### src/rtl/serving_host_loader_if.sv
// Host byte-stream, Wishbone bridge and memory-mux signals of the host loader,
// bundled so the loader and its environment share one connection.
// The master modport is the loader's view; slave is the environment's view.
interface serving_host_loader_if;

  // Host command stream (host -> loader)
  logic [7:0]  i_rx_data;
  logic        i_rx_valid;
  logic        o_rx_ready;

  // Host response stream (loader -> host)
  logic [7:0]  o_tx_data;
  logic        o_tx_valid;
  logic        i_tx_ready;

  // Wishbone access into serving memory
  logic [10:0] o_adr;
  logic [31:0] o_dat;
  logic [3:0]  o_sel;
  logic        o_we;
  logic        o_stb;
  logic [31:0] i_rdt;
  logic        i_ack;

  // Memory-mux selects and CPU reset request
  logic        o_sel_wadr;
  logic        o_sel_wdata;
  logic        o_sel_radr;
  logic        o_sel_wen;
  logic        o_sel_rdata;
  logic        o_cpu_rst;

  modport master (
    input  i_rx_data, i_rx_valid, i_tx_ready, i_rdt, i_ack,
    output o_rx_ready, o_tx_data, o_tx_valid,
    output o_adr, o_dat, o_sel, o_we, o_stb,
    output o_sel_wadr, o_sel_wdata, o_sel_radr, o_sel_wen, o_sel_rdata, o_cpu_rst
  );

  modport slave (
    output i_rx_data, i_rx_valid, i_tx_ready, i_rdt, i_ack,
    input  o_rx_ready, o_tx_data, o_tx_valid,
    input  o_adr, o_dat, o_sel, o_we, o_stb,
    input  o_sel_wadr, o_sel_wdata, o_sel_radr, o_sel_wen, o_sel_rdata, o_cpu_rst
  );

endinterface

### src/rtl/serving_host_loader.sv
// Host-side command bridge for the serving SoC. Decodes framed host bytes
// ('W' write, 'R' read, 'H' hold, 'G' go), performs one full-word Wishbone
// access per W/R frame while the loader owns memory, and streams back a
// status byte or the four read-data bytes (LSB first).
module serving_host_loader #(
  parameter int ACK_TIMEOUT = 64,
  parameter bit RESET_HOLD  = 1'b1
) (
  input  logic                  i_clk,
  input  logic                  i_rst,
  serving_host_loader_if.master bus
);

  localparam logic [7:0] CMD_WRITE = 8'h57;
  localparam logic [7:0] CMD_READ  = 8'h52;
  localparam logic [7:0] CMD_HOLD  = 8'h48;
  localparam logic [7:0] CMD_GO    = 8'h47;

  localparam logic [7:0] RSP_OK      = 8'h4B;
  localparam logic [7:0] RSP_UNKNOWN = 8'h3F;
  localparam logic [7:0] RSP_NOHOLD  = 8'h45;
  localparam logic [7:0] RSP_TIMEOUT = 8'hEE;

  localparam int TW = $clog2(ACK_TIMEOUT + 1);
  localparam logic [TW-1:0] TMO_LAST = TW'(ACK_TIMEOUT - 1);

  typedef enum logic [1:0] {
    IDLE,
    ARGS,
    BUS,
    RESP
  } state_t;

  state_t      r_state;
  state_t      w_next;

  logic [2:0]  r_cnt;
  logic        r_we;
  logic        r_hold;
  logic [10:0] r_adr;
  logic [31:0] r_dat;
  logic [31:0] r_resp;
  logic [2:0]  r_respCnt;
  logic [TW-1:0] r_tmo;

  logic        w_rxFire;
  logic        w_txFire;
  logic        w_lastArg;
  logic        w_timeout;
  logic        w_cmdStart;
  logic        w_cmdWrite;
  logic        w_argByte;
  logic        w_holdSet;
  logic        w_holdVal;
  logic        w_loadResp;
  logic [31:0] w_respWord;
  logic [2:0]  w_respCnt;

  assign w_rxFire  = bus.i_rx_valid & bus.o_rx_ready;
  assign w_txFire  = bus.o_tx_valid & bus.i_tx_ready;
  assign w_lastArg = r_we ? (r_cnt == 3'd5) : (r_cnt == 3'd1);
  assign w_timeout = (r_tmo == TMO_LAST);

  // Outputs are decoded from registered state so they cannot glitch
  // combinationally off host or bus inputs.
  assign bus.o_rx_ready  = (r_state == IDLE) || (r_state == ARGS);
  assign bus.o_tx_valid  = (r_state == RESP);
  assign bus.o_tx_data   = r_resp[7:0];
  assign bus.o_stb       = (r_state == BUS);
  assign bus.o_we        = r_we & (r_state == BUS);
  assign bus.o_adr       = r_adr;
  assign bus.o_dat       = r_dat;
  assign bus.o_sel       = 4'b1111;

  assign bus.o_sel_wadr  = r_hold;
  assign bus.o_sel_wdata = r_hold;
  assign bus.o_sel_radr  = r_hold;
  assign bus.o_sel_wen   = r_hold;
  assign bus.o_sel_rdata = ~r_hold;
  assign bus.o_cpu_rst   = r_hold;

  // State register; reset abandons any partial frame or bus cycle at once.
  always_ff @(posedge i_clk) begin
    if (i_rst) begin
      r_state <= IDLE;
    end else begin
      r_state <= w_next;
    end
  end

  // Next-state decode plus the one-cycle strobes that steer the datapath.
  always_comb begin
    w_next     = r_state;
    w_cmdStart = 1'b0;
    w_cmdWrite = 1'b0;
    w_argByte  = 1'b0;
    w_holdSet  = 1'b0;
    w_holdVal  = r_hold;
    w_loadResp = 1'b0;
    w_respWord = 32'd0;
    w_respCnt  = 3'd0;

    case (r_state)
      IDLE: begin
        if (w_rxFire) begin
          case (bus.i_rx_data)
            CMD_WRITE: begin
              w_cmdStart = 1'b1;
              w_cmdWrite = 1'b1;
              w_next     = ARGS;
            end
            CMD_READ: begin
              w_cmdStart = 1'b1;
              w_next     = ARGS;
            end
            CMD_HOLD, CMD_GO: begin
              w_holdSet  = 1'b1;
              w_holdVal  = (bus.i_rx_data == CMD_HOLD);
              w_loadResp = 1'b1;
              w_respWord = {24'd0, RSP_OK};
              w_respCnt  = 3'd1;
              w_next     = RESP;
            end
            default: begin
              w_loadResp = 1'b1;
              w_respWord = {24'd0, RSP_UNKNOWN};
              w_respCnt  = 3'd1;
              w_next     = RESP;
            end
          endcase
        end
      end

      ARGS: begin
        if (w_rxFire) begin
          w_argByte = 1'b1;
          if (w_lastArg) begin
            if (!r_hold) begin
              w_loadResp = 1'b1;
              w_respWord = {24'd0, RSP_NOHOLD};
              w_respCnt  = 3'd1;
              w_next     = RESP;
            end else begin
              w_next = BUS;
            end
          end
        end
      end

      BUS: begin
        if (bus.i_ack) begin
          w_loadResp = 1'b1;
          if (r_we) begin
            w_respWord = {24'd0, RSP_OK};
            w_respCnt  = 3'd1;
          end else begin
            w_respWord = bus.i_rdt;
            w_respCnt  = 3'd4;
          end
          w_next = RESP;
        end else if (w_timeout) begin
          w_loadResp = 1'b1;
          w_respWord = {24'd0, RSP_TIMEOUT};
          w_respCnt  = 3'd1;
          w_next     = RESP;
        end
      end

      RESP: begin
        if (w_txFire && (r_respCnt == 3'd1)) begin
          w_next = IDLE;
        end
      end

      default: begin
        w_next = IDLE;
      end
    endcase
  end

  // Frame argument capture: little-endian address then data bytes.
  always_ff @(posedge i_clk) begin
    if (i_rst) begin
      r_cnt <= 3'd0;
      r_we  <= 1'b0;
      r_adr <= 11'd0;
      r_dat <= 32'd0;
    end else begin
      if (w_cmdStart) begin
        r_cnt <= 3'd0;
        r_we  <= w_cmdWrite;
      end else if (w_argByte) begin
        r_cnt <= r_cnt + 3'd1;
        case (r_cnt)
          3'd0:    r_adr[7:0]   <= bus.i_rx_data;
          3'd1:    r_adr[10:8]  <= bus.i_rx_data[2:0];
          3'd2:    r_dat[7:0]   <= bus.i_rx_data;
          3'd3:    r_dat[15:8]  <= bus.i_rx_data;
          3'd4:    r_dat[23:16] <= bus.i_rx_data;
          3'd5:    r_dat[31:24] <= bus.i_rx_data;
          default: r_cnt        <= r_cnt;
        endcase
      end
    end
  end

  // Memory ownership flag driving the mux selects and CPU reset.
  always_ff @(posedge i_clk) begin
    if (i_rst) begin
      r_hold <= RESET_HOLD;
    end else if (w_holdSet) begin
      r_hold <= w_holdVal;
    end
  end

  // Ack timeout: counts cycles with o_stb high, cleared whenever idle.
  always_ff @(posedge i_clk) begin
    if (i_rst) begin
      r_tmo <= '0;
    end else if (r_state == BUS) begin
      r_tmo <= r_tmo + 1'b1;
    end else begin
      r_tmo <= '0;
    end
  end

  // Response shifter: low byte is on o_tx_data, shifted out per handshake.
  always_ff @(posedge i_clk) begin
    if (i_rst) begin
      r_resp    <= 32'd0;
      r_respCnt <= 3'd0;
    end else if (w_loadResp) begin
      r_resp    <= w_respWord;
      r_respCnt <= w_respCnt;
    end else if ((r_state == RESP) && w_txFire) begin
      r_resp    <= {8'd0, r_resp[31:8]};
      r_respCnt <= r_respCnt - 3'd1;
    end
  end

endmodule

### src/flat_wrapper.sv
// flat-port wrapper written by rule: the top's interface ports become plain ports
module serving_host_loader_flat 
#(
  parameter int ACK_TIMEOUT = 64,
  parameter bit RESET_HOLD  = 1'b1
)
  (i_clk, i_rst, bus_i_rx_data, bus_i_rx_valid, bus_i_tx_ready, bus_i_rdt, bus_i_ack, bus_o_rx_ready, bus_o_tx_data, bus_o_tx_valid, bus_o_adr, bus_o_dat, bus_o_sel, bus_o_we, bus_o_stb, bus_o_sel_wadr, bus_o_sel_wdata, bus_o_sel_radr, bus_o_sel_wen, bus_o_sel_rdata, bus_o_cpu_rst);
  serving_host_loader_if bus_i ();
  input  logic i_clk;
  input  logic i_rst;
  input wire logic [$bits(bus_i.i_rx_data)-1:0] bus_i_rx_data;
  input wire logic [$bits(bus_i.i_rx_valid)-1:0] bus_i_rx_valid;
  input wire logic [$bits(bus_i.i_tx_ready)-1:0] bus_i_tx_ready;
  input wire logic [$bits(bus_i.i_rdt)-1:0] bus_i_rdt;
  input wire logic [$bits(bus_i.i_ack)-1:0] bus_i_ack;
  output wire logic [$bits(bus_i.o_rx_ready)-1:0] bus_o_rx_ready;
  output wire logic [$bits(bus_i.o_tx_data)-1:0] bus_o_tx_data;
  output wire logic [$bits(bus_i.o_tx_valid)-1:0] bus_o_tx_valid;
  output wire logic [$bits(bus_i.o_adr)-1:0] bus_o_adr;
  output wire logic [$bits(bus_i.o_dat)-1:0] bus_o_dat;
  output wire logic [$bits(bus_i.o_sel)-1:0] bus_o_sel;
  output wire logic [$bits(bus_i.o_we)-1:0] bus_o_we;
  output wire logic [$bits(bus_i.o_stb)-1:0] bus_o_stb;
  output wire logic [$bits(bus_i.o_sel_wadr)-1:0] bus_o_sel_wadr;
  output wire logic [$bits(bus_i.o_sel_wdata)-1:0] bus_o_sel_wdata;
  output wire logic [$bits(bus_i.o_sel_radr)-1:0] bus_o_sel_radr;
  output wire logic [$bits(bus_i.o_sel_wen)-1:0] bus_o_sel_wen;
  output wire logic [$bits(bus_i.o_sel_rdata)-1:0] bus_o_sel_rdata;
  output wire logic [$bits(bus_i.o_cpu_rst)-1:0] bus_o_cpu_rst;
  assign bus_i.i_rx_data = bus_i_rx_data;
  assign bus_i.i_rx_valid = bus_i_rx_valid;
  assign bus_i.i_tx_ready = bus_i_tx_ready;
  assign bus_i.i_rdt = bus_i_rdt;
  assign bus_i.i_ack = bus_i_ack;
  assign bus_o_rx_ready = bus_i.o_rx_ready;
  assign bus_o_tx_data = bus_i.o_tx_data;
  assign bus_o_tx_valid = bus_i.o_tx_valid;
  assign bus_o_adr = bus_i.o_adr;
  assign bus_o_dat = bus_i.o_dat;
  assign bus_o_sel = bus_i.o_sel;
  assign bus_o_we = bus_i.o_we;
  assign bus_o_stb = bus_i.o_stb;
  assign bus_o_sel_wadr = bus_i.o_sel_wadr;
  assign bus_o_sel_wdata = bus_i.o_sel_wdata;
  assign bus_o_sel_radr = bus_i.o_sel_radr;
  assign bus_o_sel_wen = bus_i.o_sel_wen;
  assign bus_o_sel_rdata = bus_i.o_sel_rdata;
  assign bus_o_cpu_rst = bus_i.o_cpu_rst;
  serving_host_loader #(.ACK_TIMEOUT(ACK_TIMEOUT), .RESET_HOLD(RESET_HOLD)) u_core (.i_clk(i_clk), .i_rst(i_rst), .bus(bus_i));
endmodule
### config.mk
export PLATFORM = sky130hd
export DESIGN_NAME = serving_host_loader_flat
export DESIGN_NICKNAME = d
export VERILOG_FILES = /design/src/rtl/serving_host_loader_if.sv /design/src/rtl/serving_host_loader.sv /design/src/flat_wrapper.sv
export SDC_FILE = /design/constraint.sdc
export NUM_CORES = 1
export LEC_CHECK = 0
export BUFFER_PORTS_ARGS = -buffer_cell sky130_fd_sc_hd__buf_2
export CORE_ASPECT_RATIO = 1.5
export CORE_MARGIN = 1
export CORE_UTILIZATION = 45
export DETAILED_ROUTE_END_ITERATION = 8
export PLACE_DENSITY = 0.84
export SYNTH_ARGS = -nofsm -noshare
export SYNTH_HDL_FRONTEND = slang
export SYNTH_SLANG_ARGS = --single-unit
### constraint.sdc
create_clock -name i_clk -period 2.1 [get_ports i_clk]
set_input_delay 0 -clock i_clk [delete_from_list [all_inputs] [get_ports i_clk]]
set_output_delay 0 -clock i_clk [all_outputs]
set_load 0.01 [all_outputs]
Word-level counts from Yosys, hierarchy flattened
Cells that the tools add are included.
- register bits after elaboration: 92
- bits in latches: 0
- bits in writable memories: 0
- bits in read-only memories: 0
- input bits: 45
- output and inout bits: 65
- word-level logic and storage cells: 112
- memories: 0
- add/sub/neg operators: 3
- multipliers: 0
- divide/modulo/power cells: 0
- $lt $le $gt $ge: 0
- equal/unequal tests: 19
- shift-type cells: 0
- muxes and demuxes: 51
- bitwise operators: 6
- reduce and logical (&&, ||, !) cells: 20
- operators by type and width (operator ; count):
    32-bit two-way mux ; 7
    32-bit one-hot mux with 3 select lines ; 1
    8-bit by 7-bit == test with 1-bit output (second input constant) ; 4
    1-bit two-way mux ; 23
    3-bit two-way mux ; 7
    3-bit AND reduction ; 6
    2-bit two-way mux ; 7
    7-bit one-hot mux with 2 select lines ; 1
    3-bit one-hot mux with 3 select lines ; 1
    8-bit two-way mux ; 1
    2-bit one-hot mux with 4 select lines ; 1
    2-bit OR reduction ; 4
    7-bit by 1-bit adder with 7-bit output (second input constant) ; 1
    7-bit by 6-bit == test with 1-bit output (second input constant) ; 1
    7-bit two-way mux ; 1
    3-bit by 1-bit == test with 1-bit output (second input constant) ; 2
    3-bit by 2-bit == test with 1-bit output (second input constant) ; 2
    3-bit == test (second input constant) ; 2
    2-bit by 1-bit inequality test with 1-bit output (second input constant) ; 3
    6-bit OR reduction ; 1
    5-bit AND reduction ; 1
    2-bit == test (second input constant) ; 2
    4-bit AND reduction ; 1
    3-bit by 1-bit adder with 3-bit output (second input constant) ; 1
    other kinds (13) ; 18

Depth between registers and ports, before layout
Gate-level depths: netlist (run 1).
- word-level depth: 7
- mapped depth: 10
- mapped depth without buffers: 7

Worst setup path before layout (run 1)
Ideal clock, no wire load.
- path kind: reg2reg
- start: register u_core.r_state[0]
- end: register u_core.r_resp[10]
- library setup time: 0.070 ns
- arrival time: 2.179 ns
- data required time: 2.030 ns
- path slack: -0.148 ns
- cell stages (with the launch flop): 10
- path buffers: 2
- clock period less this slack: 2.248 ns
- path through: dfxtp_1 -> inv_1 -> ha_1 -> and4b_1 -> a21oi_1 -> a31o_1 -> buf_6 -> buf_2 -> o211ai_1 -> a21oi_1
- elaborated cells between the ends (all ways): 15
- classes of those cells: eq/ne (3); mux (6); bitwise (2); reduce/logical (4)
- RTL lines (item ; line ; source):
    from (decl) ; serving_host_loader.sv:34 ; state_t r_state;
    from (signal assigned) ; serving_host_loader.sv:87 ; r_state <= w_next;
    2-bit == test (*) ; - ;
    net bus_o_stb ; flat_wrapper.sv:23 ; output wire logic [$bits(bus_i.o_stb)-1:0] bus_o_stb;
    32-bit one-hot mux with 3 select lines or 1-bit one-hot mux with 3 select lines (tied branches) ; serving_host_loader.sv:103 ; case (r_state)
    32-bit two-way mux or 2-bit nonzero test (tied branches) ; - ;
    to (signal assigned) ; serving_host_loader.sv:233 ; r_resp <= w_respWord;
    to (signal assigned) ; serving_host_loader.sv:236 ; r_resp <= {8'd0, r_resp[31:8]};
    to (decl) ; serving_host_loader.sv:42 ; logic [31:0] r_resp;
The timed path passes the listed nets; every way through them passes the cells marked *.
A chain may end at the register's enable or synchronous reset.

Worst setup path in the final report (run 1)
- start: register u_core.r_state[1]
- end: register u_core.r_resp[2]
- cells in the longest elaborated chain, start to end: 6
- elaborated cells between the ends (all ways): 16
- classes of those cells: eq/ne (3); mux (7); bitwise (2); reduce/logical (4)
- ends and longest elaborated chain (item ; line ; source):
    2-bit by 1-bit == test with 1-bit output or 2-bit logical NOT (tied branches) ; serving_host_loader.sv:66, serving_host_loader.sv:103 ;
    1-bit logical OR ; serving_host_loader.sv:66 ; assign bus.o_rx_ready = (r_state == IDLE) || (r_state == ARGS);
    1-bit bitwise AND ; serving_host_loader.sv:59 ; assign w_rxFire = bus.i_rx_valid & bus.o_rx_ready;
    32-bit two-way mux (tied with other cells) ; serving_host_loader.sv:135 ; if (w_rxFire) begin
    32-bit one-hot mux with 3 select lines or 1-bit one-hot mux with 3 select lines (tied branches) ; serving_host_loader.sv:103 ;
    32-bit two-way mux or 2-bit nonzero test (tied branches) ; - ;
Several ways; a longest one is shown, not always the timed one.

==> results of run 1 <==
timing repair:
item,4_1_cts,5_1_grt
resized for setup,1,14
hold endpoints to repair,37,0
setup endpoints to repair,2,22
hold buffers,30,0
buffers inserted,0,3
pin swaps,0,4
cloned,0,3
worst max-delay path, stage by stage, from the launching register on:
cell and delay [ns]:
dfxtp_2 0.33, inv_2 0.08, ha_4 0.15, nand2_4 0.05, or4b_4 0.56, a31o_4 0.30
buf_12 0.15, o311a_1 0.34
final timing paths:
kind,startpoint,cells past startpoint,to,slack [ns]
min reg2reg,u_core.bus.o_dat[18],2,u_core.bus.o_dat[18],0.46
max reg2reg,u_core.r_state[1],7,u_core.r_resp[2],0.03
min,bus_i_rx_data[1],3,u_core.bus.o_dat[25],0.01
max,u_core.r_state[1],7,u_core.r_resp[2],0.03
registers in the layout, indices dropped and copies added, names as in the netlist:
register,flops
u_core.bus.o_adr,11
u_core.bus.o_cpu_rst,1
u_core.bus.o_dat,32
u_core.r_cnt,3
u_core.r_resp,32
u_core.r_respCnt,3
u_core.r_state,2
u_core.r_tmo,7
u_core.r_we,1
power by group:
part,switching [mW],internal (mW)
sequential,0.177,2.06
combinational,1.07,0.964
clock,0.687,0.926
through the flow:
| step | std cells | setup TNS [ns] |
|---|---|---|
| 4_1_cts | 754 | 0 |
| 3_3_place_gp | 708 | 0 |
| 3_5_place_dp | 708 | -0.01105 |
| 2_1_floorplan | 507 | 0 |
| 6_report | 760 | 0 |
| 5_1_grt | 760 | -0.05571 |
per-layer routing:
layer  GRT usage, %  part of all wire (%)  up-vias
li1               -                     -     2005
met1          24.65                    37     1978
met2          45.99                    55      166
met3          5.414                   5.4       30
met4          13.49                   3.4        0
met5              0                     0        -
synth_stat cells, types with 8 or more instances:
library cell | number | share of area, %
a21oi_1 | 49 | 5.7
a32oi_1 | 8 | 1.6
buf_4 | 17 | 3.0
clkbuf_1 | 20 | 1.8
dfxtp_1 | 92 | 43
ha_1 | 15 | 4.4
inv_1 | 13 | 1.1
mux2i_1 | 21 | 4.9
nand2_1 | 81 | 7.1
nand3_1 | 20 | 2.3
nor2_1 | 62 | 5.4
o211ai_1 | 17 | 3.0
o21ai_0 | 9 | 1.1
layout make-up:
class	count	area share, %
timing repair buffer	172	20.40
inverter	13	0.8590
multi-input combinational	355	38.57
tap	112	2.467
clock buffer	9	3.965
clock inverter	7	1.278
sequential	92	32.47
logic make-up (layout without fill, tap and decap cells):
kind of cell | count (synthesis) | after routing | synth area share, %
XOR/XNOR | 8 | 8 | 1.637
AND/OR/NAND/NOR | 192 | 192 | 19.46
AO/OA/AOI/OAI | 115 | 115 | 18.88
multiplexers | 21 | 21 | 4.909
other | 1 | 4 | 0.08758
adder cells (fa/ha/maj) | 15 | 15 | 4.383
flip-flops | 92 | 92 | 43.02
buffers and inverters | 60 | 201 | 7.627
==> qor.txt, run 1 <==
outcome - finished, final reports clean
antenna diode count - 0
Critical Path AT - 2.30 ns
Crit Path Max Fanout - 10
Skew-Pair Late Insertion Delay - 0.34 ns
TritonCTS Sinks - 92
CTS max path bufs - 2
WHS - 0.01134 ns
Worst setup SP type - flip-flop
count of pins over their slew limit - 0
Synthesis Warnings - 0
fraction of layout cells with a size suffix above 1 - 27.78%
VDD IR-drop max - 0.6043 mV
Root Driver - clkbuf_16
Starting DRT DRC Count - 240
1st-pass router iterations - 5
Initial Utilization - 46.27%
power per cell area - 1036 mW/mm^2
Worst Max-Slew Pin Slew - 0.5198 ns
Setup-failing EPs final - 0
Syn Area/Cell - 8.495 um^2
# IOs - 110
filler cell count - 810
FF+latch count, synth - 92
prevailing post-synth register cell - dfxtp_1
CTS tree - yes
final cycle utilization of the critical path - 98.69%
RSZ-0062 raised after global routing - true
Register Area - 0.001844 mm^2
Chip Width - 81.65 um
die height - 121.5 um
vias in the first global route - 3973
commonest non-fill, non-tap cell in the layout - buf_2
Static Leak - 2.548 nW
TritonCTS Buffers - 9
Worst Path Required - 2.33 ns
routed vias - 4179
final instance area - 0.005680 mm^2
first-pass GRT wire length - 18490 um
Multi-input gate area - 0.002191 mm^2
DP Wirelength - 8096 um
Post-synth EDFFs - 0
via/cell ratio - 5.499
GRT overflow - 0
dpl cell area - 0.004938 mm^2
Setup WS pre-CTS - -0.01105 ns
core footprint - 0.009254 mm^2
Post-Syn Area - 0.004282 mm^2
WS Path Type - flip-flop to flip-flop
worst hold path class - primary input to flip-flop
largest net degree at the start of global routing - 38
routability cong. - 0.9257
H-tree depth - 3
Tmin final - 2.073 ns
initial antenna violation count - 0
final hold vios - 0
Nets - 703
Worst Clk Skew - 0.008786 ns
die area - 0.009917 mm^2
most frequent cells in the layout - buf_2 (105), dfxtp_1 (90), nand2_1 (80)
Seq/Total Area, Yosys - 43.02%
# Max-Cap Violations - 0
Post-Route Utilization - 61.38%
Post-Route WL - 12330 um
GRT Resource Usage Total - 24.81%
clock-pin slew on the worst setup and hold paths - 0.06 ns
Cell variety after synth - 55
P&R area growth vs syn - 32.67%
setup slack after layout - 0.02745 ns
row count - 43
DRC - 0
Slew HR - 65.04%
fmax - 0.4825 GHz
port bufs - 105
crit end category - flip-flop
synthesized instance count - 504
Tot Pwr - 5.883 mW
antenna-violating nets left - 0
WL/cell - 16.23 um
asr flop ratio synth - 0%
(Power assumes the default switching activity.)
==> inputs of run 2 (changes only) <==
==> constraint.sdc (replaced) <==
create_clock -name i_clk -period 2.1 [get_ports i_clk]
set_input_delay 0.315 -clock i_clk [delete_from_list [all_inputs] [get_ports i_clk]]
set_output_delay 0.315 -clock i_clk [all_outputs]
set_load 0.01 [all_outputs]
==> qor.txt, run 2 (same netlist as run 1, synthesis figures left out) <==
die area - 0.009917 mm^2 (unchanged)
r2r endpoint - u_core.r_resp[0] (was u_core.r_resp[2])
# IOs - 110 (unchanged)
Bufs and invs on worst path - 2 (unchanged)
clock power share - 28.5% (was 27.4%)
die height - 121.5 um (unchanged)
Hold EP - u_core.r_resp[31] (was u_core.bus.o_dat[25])
outcome - finished, final reports clean (unchanged)
WHS - 0.2042 ns (was 0.01134 ns)
# Max-Cap Violations - 0 (unchanged)
first-pass GRT wire length - 17340 um (was 18490 um)
1st-pass router iterations - 6 (was 5)
fmax - 0.4899 GHz (was 0.4825 GHz)
row count - 43 (unchanged)
Worst setup SP type - flip-flop (unchanged)
commonest non-fill, non-tap cell in the layout - buf_2 (unchanged)
final hold vios - 0 (unchanged)
crit end category - flip-flop (unchanged)
Starting DRT DRC Count - 164 (was 240)
WL/cell - 15.22 um (was 16.23 um)
DRC - 0 (unchanged)
Crit Path Max Fanout - 37 (was 10)
routed vias - 3986 (was 4179)
placed cells - 712 (was 708)
Root Driver - clkbuf_16 (unchanged)
Post-Route WL - 11140 um (was 12330 um)
VDD IR-drop max - 0.5944 mV (was 0.6043 mV)
final instance area - 0.005343 mm^2 (was 0.005680 mm^2)
Net Sw Power - 1.863 mW (was 1.937 mW)
Nets - 675 (was 703)
Non-Filler Instances - 732 (was 760)
Flop pwr share - 39.3% (was 38.0%)
Critical Path AT - 2.29 ns (was 2.30 ns)
RSZ-0062 raised after global routing - true (unchanged)
filler cell count - 837 (was 810)
dpl cell area - 0.004981 mm^2 (was 0.004938 mm^2)
CTS tree - yes (unchanged)
setup TNS - 0 ns (unchanged)
hold buffer count at CTS - 0 (was 30)
H-tree depth - 3 (unchanged)
port bufs - 105 (unchanged)
Skew-Pair Late Insertion Delay - 0.34 ns (about the same)
largest net degree at the start of global routing - 38 (unchanged)
power per cell area - 1066 mW/mm^2 (was 1036 mW/mm^2)
core footprint - 0.009254 mm^2 (unchanged)
Net Sw Frac - 32.70% (was 32.93%)
antenna diode count - 0 (unchanged)
CTS max path bufs - 2 (unchanged)
cell depth of the worst hold path - 3 (unchanged)
Worst R2R Path Depth - 8 (was 7)
TritonCTS Sinks - 92 (unchanged)
Initial Utilization - 46.27% (unchanged)
Chip Width - 81.65 um (unchanged)
Multi-input gate area - 0.002165 mm^2 (was 0.002191 mm^2)
DP Wirelength - 8311 um (was 8096 um)
P&R area growth vs syn - 24.78% (was 32.67%)
Setup-failing EPs final - 0 (unchanged)
vias in the first global route - 3720 (was 3973)
Worst Clk Skew - 0.006161 ns (was 0.008786 ns)
combinational fraction of design power - 32.2% (was 34.6%)
hold path startpoint - bus_i_rdt[31] (was bus_i_rx_data[1])
CP cell instances - inv_2 > ha_2 > nand2_1 > or4b_4 > a31o_1 > buf_12 > and3_4 > a311oi_2 (was inv_2 > ha_4 > nand2_4 > or4b_4 > a31o_4 > buf_12 > o311a_1)
routability cong. - 0.9038 (was 0.9257)
via/cell ratio - 5.445 (was 5.499)
GRT overflow - 0 (unchanged)
Register Area - 0.001844 mm^2 (unchanged)
reg-to-reg slack, setup - 0.06 ns (was 0.03 ns)
initial antenna violation count - 0 (unchanged)
P_int - 3.834 mW (was 3.946 mW)
TritonCTS Buffers - 9 (unchanged)
fraction of layout cells with a size suffix above 1 - 28.87% (was 27.78%)
CP max stage delay - 0.49 ns (was 0.56 ns)
RR Startpoint - u_core.r_state[1] (unchanged)
WS Path Type - flip-flop to flip-flop (unchanged)
Worst path slowest cell - or4b_4 (unchanged)
Tot Pwr - 5.696 mW (was 5.883 mW)
antenna-violating nets left - 0 (unchanged)
CP delay by family, top - simple AND/OR/NAND/NOR gates (was compound AO/OA/AOI/OAI gates)
clock-pin slew on the worst setup and hold paths - 0.07 ns (was 0.06 ns)
most frequent cells in the layout - buf_2 (105), dfxtp_1 (90), nand2_1 (81) (was buf_2 (105), dfxtp_1 (90), nand2_1 (80))
Tmin final - 2.041 ns (was 2.073 ns)
GRT Resource Usage Total - 23.29% (was 24.81%)
worst hold path class - primary input to flip-flop (unchanged)
final cycle utilization of the critical path - 97.20% (was 98.69%)
Worst Path Required - 2.35 ns (was 2.33 ns)
Static Leak - 2.412 nW (was 2.548 nW)
count of pins over their slew limit - 0 (unchanged)
run 2: cell types whose count changed in the layout (fill, tap and decap cells not counted), moves of 2 or more:
cell           change
buf_6              -2
clkinv_4           +2
buf_4              +5
clkinvlp_4         -2
clkbuf_16          -2
dlygate4sd3_1     -30
run 2: how the worst max path moves through the flow:
stage / start / endpoint / slack, ns / cells past startpoint
after floorplan: u_core.r_state[0] / u_core.r_resp[10] / 0.007 / 9
after global placement: u_core.r_state[1] / u_core.r_resp[22] / 0.09 / 9
after detailed placement: u_core.r_state[0] / u_core.r_resp[3] / 0.02 / 8
after CTS: u_core.r_state[1] / u_core.r_resp[7] / 0.01 / 8
after global routing: u_core.r_state[0] / u_core.r_resp[14] / -0.02 / 9
final: u_core.r_state[1] / u_core.r_resp[0] / 0.06 / 8
run 2: what timing repair did:
action                                  CTS  global route
endpoints found under the setup margin    1            21
buffers inserted                          0             4
resized for setup                         1             6
pin swaps                                 0             3
run 2: routing by layer:
| layer | vias to the layer above | track usage [%] | part of all wire (%) |
|---|---|---|---|
| met5 | - | 0 | 0 |
| met4 | 0 | 15.90 | 4.7 |
| met3 | 33 | 4.060 | 5.3 |
| met2 | 163 | 40.78 | 52 |
| met1 | 1840 | 24.54 | 38 |
| li1 | 1950 | - | - |
run 2: area by class of cell:
class | count | area share [%]
Inverter | 13 | 0.9133
Clock buffer | 10 | 4.286
Clock inverter | 6 | 1.358
Multi-Input combinational cell | 355 | 40.52
Sequential cell | 92 | 34.52
Timing Repair Buffer | 144 | 15.78
Tap cell | 112 | 2.623
run 2: worst register-to-register path: cells and delay by family, from the launching register on:
kind | cells | cell delay (ns)
adders and majority gates | 1 | 0.17
AOI/OAI and AO/OA | 2 | 0.49
buffers and inverters | 2 | 0.25
and+or+nand+nor | 3 | 0.71
DFF | 1 | 0.33
run 2: power by group through the flow:
stage	Combinational, mW	Clock, mW	Sequential (mW)
2_1_floorplan	1.26	0	2.24
3_3_place_gp	1.67	0	2.25
3_5_place_dp	1.74	0	2.27
4_1_cts	1.76	1.66	2.23
5_1_grt	2.03	1.75	2.27
6_report	1.84	1.62	2.24
run 2: through the flow:
stage | util [%] | worst slack (ns)
global placement | 53.83 | 0.09292
floorplan | - | 0.006739
finish | 57.73 | 0.05883
detailed placement | 53.83 | 0.02009
global route | 57.73 | -0.02417
CTS | 57.17 | 0.01062
